`src/rtl/pipe_pkg.sv`:
```
// Shared pipeline types: stage-register occupancy states and writeback control bundle.
package pipe_pkg;

   localparam int XLEN       = 32;
   localparam int REG_ADDR_W = 5;

   typedef enum logic [1:0] {
      EMPTY = 2'd0,
      ONE   = 2'd1,
      TWO   = 2'd2
   } pipe_state_t;

   typedef struct packed {
      logic [REG_ADDR_W-1:0] rd;
      logic                  regwrite;
      logic                  mem_to_reg;
   } wb_ctrl_t;

endpackage

```
`src/rtl/sat_counter.sv`:
```
// Saturating up-counter with synchronous clear (clear wins over increment).
module sat_counter #(
   parameter int W = 16
) (
   input  logic         clk,
   input  logic         rst,
   input  logic         inc_i,
   input  logic         clr_i,
   output logic [W-1:0] cnt_o
);

   logic [W-1:0] cnt_q;
   logic [W-1:0] cnt_d;

   always_comb begin
      cnt_d = cnt_q;
      if (clr_i) begin
         cnt_d = '0;
      end else if (inc_i && (cnt_q != '1)) begin
         cnt_d = cnt_q + W'(1);
      end
   end

   always_ff @(posedge clk or posedge rst) begin
      if (rst) begin
         cnt_q <= '0;
      end else begin
         cnt_q <= cnt_d;
      end
   end

   assign cnt_o = cnt_q;

endmodule

```
`src/rtl/pipe_stage_reg.sv`:
```
// Flow-controlled pipeline stage register with optional skid slot, flush and stall counter.
// Outputs come only from flops; with SKID_EN=1 in_ready is also free of any out_ready path.
module pipe_stage_reg
   import pipe_pkg::*;
#(
   parameter int PAYLOAD_W = 2*XLEN,
   parameter int RD_W      = REG_ADDR_W,
   parameter int SKID_EN   = 1,
   parameter int CNT_W     = 16
) (
   input  logic                 clk,
   input  logic                 rst,
   input  logic                 flush,
   input  logic                 in_valid,
   output logic                 in_ready,
   input  logic [PAYLOAD_W-1:0] in_payload,
   input  logic [RD_W-1:0]      in_rd,
   input  logic                 in_regwrite,
   input  logic                 in_mem_to_reg,
   output logic                 out_valid,
   input  logic                 out_ready,
   output logic [PAYLOAD_W-1:0] out_payload,
   output logic [RD_W-1:0]      out_rd,
   output logic                 out_regwrite,
   output logic                 out_mem_to_reg,
   output logic [CNT_W-1:0]     stall_cnt,
   input  logic                 stall_clr
);

   pipe_state_t          state_q, state_d;

   logic [PAYLOAD_W-1:0] main_pay_q, main_pay_d;
   logic [RD_W-1:0]      main_rd_q,  main_rd_d;
   logic                 main_rw_q,  main_rw_d;
   logic                 main_m2r_q, main_m2r_d;

   logic [PAYLOAD_W-1:0] skid_pay_q, skid_pay_d;
   logic [RD_W-1:0]      skid_rd_q,  skid_rd_d;
   logic                 skid_rw_q,  skid_rw_d;
   logic                 skid_m2r_q, skid_m2r_d;

   logic                 in_acc;
   logic                 out_acc;

   // Skid mode: ready depends only on occupancy, so it is effectively a flop output.
   always_comb begin
      in_ready = 1'b0;
      if (!rst) begin
         if (SKID_EN != 0) begin
            in_ready = (state_q != TWO);
         end else begin
            in_ready = (state_q == EMPTY) || out_ready;
         end
      end
   end

   assign out_valid = (state_q != EMPTY);
   assign in_acc    = in_valid && in_ready;
   assign out_acc   = out_valid && out_ready;

   // Bubbles present all-zero control so they can never write the register file.
   assign out_payload    = out_valid ? main_pay_q : '0;
   assign out_rd         = out_valid ? main_rd_q  : '0;
   assign out_regwrite   = out_valid && main_rw_q;
   assign out_mem_to_reg = out_valid && main_m2r_q;

   always_comb begin
      state_d    = state_q;
      main_pay_d = main_pay_q;
      main_rd_d  = main_rd_q;
      main_rw_d  = main_rw_q;
      main_m2r_d = main_m2r_q;
      skid_pay_d = skid_pay_q;
      skid_rd_d  = skid_rd_q;
      skid_rw_d  = skid_rw_q;
      skid_m2r_d = skid_m2r_q;

      if (flush) begin
         state_d    = EMPTY;
         main_pay_d = '0;
         main_rd_d  = '0;
         main_rw_d  = 1'b0;
         main_m2r_d = 1'b0;
         skid_pay_d = '0;
         skid_rd_d  = '0;
         skid_rw_d  = 1'b0;
         skid_m2r_d = 1'b0;
      end else begin
         case (state_q)
            EMPTY: begin
               if (in_acc) begin
                  state_d    = ONE;
                  main_pay_d = in_payload;
                  main_rd_d  = in_rd;
                  main_rw_d  = in_regwrite;
                  main_m2r_d = in_mem_to_reg;
               end
            end
            ONE: begin
               if (in_acc && out_acc) begin
                  main_pay_d = in_payload;
                  main_rd_d  = in_rd;
                  main_rw_d  = in_regwrite;
                  main_m2r_d = in_mem_to_reg;
               end else if (in_acc) begin
                  // Unreachable without a skid slot: in_acc in ONE implies out_ready.
                  if (SKID_EN != 0) begin
                     state_d    = TWO;
                     skid_pay_d = in_payload;
                     skid_rd_d  = in_rd;
                     skid_rw_d  = in_regwrite;
                     skid_m2r_d = in_mem_to_reg;
                  end
               end else if (out_acc) begin
                  state_d = EMPTY;
               end
            end
            TWO: begin
               if (out_acc) begin
                  state_d    = ONE;
                  main_pay_d = skid_pay_q;
                  main_rd_d  = skid_rd_q;
                  main_rw_d  = skid_rw_q;
                  main_m2r_d = skid_m2r_q;
                  skid_pay_d = '0;
                  skid_rd_d  = '0;
                  skid_rw_d  = 1'b0;
                  skid_m2r_d = 1'b0;
               end
            end
            default: begin
               state_d = EMPTY;
            end
         endcase
      end
   end

   always_ff @(posedge clk or posedge rst) begin
      if (rst) begin
         state_q    <= EMPTY;
         main_pay_q <= '0;
         main_rd_q  <= '0;
         main_rw_q  <= 1'b0;
         main_m2r_q <= 1'b0;
         skid_pay_q <= '0;
         skid_rd_q  <= '0;
         skid_rw_q  <= 1'b0;
         skid_m2r_q <= 1'b0;
      end else begin
         state_q    <= state_d;
         main_pay_q <= main_pay_d;
         main_rd_q  <= main_rd_d;
         main_rw_q  <= main_rw_d;
         main_m2r_q <= main_m2r_d;
         skid_pay_q <= skid_pay_d;
         skid_rd_q  <= skid_rd_d;
         skid_rw_q  <= skid_rw_d;
         skid_m2r_q <= skid_m2r_d;
      end
   end

   // Flush deliberately does not touch the stall statistics.
   sat_counter #(
      .W (CNT_W)
   ) u_stall_cnt (
      .clk   (clk),
      .rst   (rst),
      .inc_i (out_valid && !out_ready),
      .clr_i (stall_clr),
      .cnt_o (stall_cnt)
   );

endmodule

```
`config.mk`:
```
export PLATFORM = sky130hd
export DESIGN_NAME = pipe_stage_reg
export DESIGN_NICKNAME = d
export VERILOG_FILES = /design/src/rtl/pipe_pkg.sv /design/src/rtl/sat_counter.sv /design/src/rtl/pipe_stage_reg.sv
export SDC_FILE = /design/constraint.sdc
export NUM_CORES = 1
export LEC_CHECK = 0
export ABC_AREA = 1
export CAP_MARGIN = 20
export CORE_MARGIN = 3
export CORE_UTILIZATION = 51
export CTS_CLUSTER_SIZE = 14
export DETAILED_ROUTE_END_ITERATION = 6
export PLACE_DENSITY = 0.88
export SETUP_SLACK_MARGIN = 0.4
export SKIP_CTS_REPAIR_TIMING = 1
export SLEW_MARGIN = 40
export SYNTH_ARGS = -nofsm -noshare
export SYNTH_HDL_FRONTEND = slang
export SYNTH_SLANG_ARGS = --single-unit
```
`constraint.sdc`:
```
create_clock -name clk -period 7.6 [get_ports clk]
set_input_delay 1.52 -clock clk [delete_from_list [all_inputs] [get_ports clk]]
set_output_delay 1.52 -clock clk [all_outputs]
set_load 0.1 [all_outputs]
```
==> flow_summary.toml <==
[timing]
fin_tns_setup_ns = 0
finClkSkew_ns = 0.00640
finalHoldViolCount = 0
setup_ws_ns = 3.44
setup_viol = 0
fin_crit_ns = 4.16
slew_viol_final = 0
fmax_mhz = 240
finalCritPeriodShare_pct = 54.8
rsz0062_at_grt = "no"
max_slew_margin_pct = 45.8
worstMarginPinSlew_ns = 0.813

[detailed_routing]
wl_per_cell_microns = 14.2
vias = 6756
drt_iter0_markers = 510
drt-pass1-iter-count = 6
viasPerCell = 5.27
route.detailed.drc = 0
routed_wl_microns = 18200
ant_nets = 0

[synth]
syn_nets = 1039
yosysSeqAreaShare_pct = 51.7
yosys_warnings = 0
ys_types = 30
ys.flop_type = "dfrtp_1"
syn_avg_cell_area_sq_um = 8.09
synthArstFlopShare_pct = 100
synth-seq-cells = 160
netlist_instances = 957
syn_area_sq_mm = 0.00775
synth_edf_count = 0

[grt]
grt_pass1_vias = 6124
grt-ovfl-total = 0
grt_max_degree = 105
grt_pass1_wl_microns = 30200
antenna_found_initial = 0
grt_usage_pct = 22.2

[power]
p_per_area_mw_per_mm2 = 407
leakagePower_nw = 4.49
peakVddDrop_mv = 0.237

[worst_setup_path]
startpoint_type = "input pin"
crit_arrival_ns = 2.64
critPathMaxFanout = 2
max_stage_delay_ns = 0.52
endpoint_kind = "primary output"
critPathKind = "in -> out"
cp.required_ns = 6.08
cpMaxStageDelayCell = "clkdlybuf4s50_1"
path_cells = "clkdlybuf4s50_1 -> nor2_2 -> buf_2"

[cts]
worstSkewPairLatency_ns = 0.42
htree_levels = 4
cts_made_buffers = 17
clockRootBuffer = "clkbuf_16"
tritoncts = "done"
clock_sinks = 160
cts_buffer_depth = 2
clkTransAtPathRegs_ns = 0.06

[layout]
antenna_cells = 0
nets = 1169
design_area_sq_mm = 0.00951
fin_util_pct = 64.7
drive_gt1_share_pct = 13.3
area_growth_pct = 22.8

[placement]
port_buffers = 165
dp_worst_setup_slack_ns = 3.02
dpl_cell_area_sq_mm = 0.00895
place.gp.congestion = 0.841
hpwl_microns = 11700

[min_path]
min_path_type = "reg -> reg"

[floorplanning]
die_area_sq_mm = 0.0167
start_util_pct = 52.7
num_rows = 44
die_w_microns = 129
core_sq_mm = 0.0147
ios = 166
die_h_microns = 129

[outcome]
outcome = "finished clean"

[flow_run]
max-cap-violations = 0
-- routing by layer --
layer | up-vias | GRT usage [%] | wire (microns)
li1 | 3360 | - | -
met1 | 3135 | 31.0 | 8110
met2 | 235 | 35.2 | 8790
met3 | 26 | 4.12 | 995
met4 | 0 | 7.72 | 314
met5 | - | 0 | 0
-- cell usage in the layout (no fill, tap or decap), types with 2 or more instances in the layout --
| cell | count |
|---|---|
| a21oi_1 | 4 |
| a22oi_1 | 71 |
| buf_16 | 2 |
| buf_2 | 89 |
| buf_4 | 5 |
| clkbuf_16 | 17 |
| clkbuf_8 | 3 |
| clkdlybuf4s50_1 | 76 |
| clkinv_2 | 5 |
| clkinvlp_4 | 4 |
| dfrtp_1 | 160 |
| ha_1 | 4 |
| inv_1 | 88 |
| inv_2 | 2 |
| nand2_1 | 277 |
| nand3_1 | 17 |
| nand4_1 | 8 |
| nor2_1 | 92 |
| nor2_2 | 3 |
| nor2_4 | 2 |
| o21ai_0 | 82 |
| o21ai_1 | 67 |
| o21ai_2 | 2 |
| or2_2 | 3 |
| xor2_1 | 2 |
-- stage by stage --
stage                     std cells  total power [mW]  hold WS (ns)
after detailed placement       1251              3.11         0.474
after global placement         1249              3.13         0.466
after CTS                      1282              3.89         0.489
final                          1283              3.87         0.485
after floorplan                 957              2.80         0.453
after global routing           1283              4.10         0.506
-- cell usage after synthesis, drive strengths merged (2+ instances only) --
master  count  area, sq um
a21oi       4         20.0
nand3      18         95.1
nor2       97          379
clkbuf     36          135
nand4       9         71.3
a22oi      72          546
o21ai     151          763
inv        91          342
dfrtp     160         4000
or2         3         18.8
ha          5         62.6
nand2     278         1050
buf        27          219
xor2        2         17.5
-- worst paths after layout --
path | from | end | depth (start not counted) | slack (ns)
setup / recovery | rst | in_ready | 3 | 3.44
hold / removal | main_pay_q[20]$_DFFE_PP0P_ | main_pay_q[20]$_DFFE_PP0P_ | 2 | 0.48
setup reg to reg | state_q[0]$_DFFE_PP0P_ | skid_pay_q[51]$_DFFE_PP0P_ | 8 | 4.29
hold reg to reg | main_pay_q[20]$_DFFE_PP0P_ | main_pay_q[20]$_DFFE_PP0P_ | 2 | 0.48
max in group asynchronous | rst | main_pay_q[16]$_DFFE_PP0P_ | 3 | 4.75
min in group asynchronous | rst | main_pay_q[60]$_DFFE_PP0P_ | 2 | 1.64
-- layout make-up --
cell class                      instances  area, sq um
Clock buffer                           21          470
Tap cell                              184          230
Sequential cell                       160         4000
Fill cell                            1241         5190
Timing Repair Buffer                  174         1330
Inverter                               91          349
Multi-Input combinational cell        643         3060
Clock inverter                         10         63.8
-- report_power, final --
part | leakage, nW | switching (mW) | total (mW) | internal (mW)
Combinational | 2.13 | 1.42 | 1.78 | 0.356
Sequential | 2.10 | 0.168 | 1.32 | 1.15
Clock | 0.256 | 0.338 | 0.777 | 0.439
-- critical path, delay by kind of cell --
| family | cells | cell delay, ns |
|---|---|---|
| buffers and inverters | 2 | 0.96 |
| and+or+nand+nor | 1 | 0.16 |
-- registers in the layout, indices dropped and copies added (netlist names) --
register / flops
skid_m2r_q: 1
main_pay_q: 64
main_rd_q: 5
main_rw_q: 1
skid_rw_q: 1
skid_pay_q: 64
main_m2r_q: 1
state_q: 2
skid_rd_q: 5
u_stall_cnt.cnt_o: 16
-- cell families after synthesis --
logic type | count (synthesis) | synth area share, %
xor gates and xnor gates | 3 | 0.339
buffers and inverters | 154 | 8.98
AOI/OAI and AO/OA | 228 | 17.3
adders and majority gates | 5 | 0.808
DFF | 160 | 51.7
and+or+nand+nor | 407 | 20.9
(Power assumes the default switching activity.)
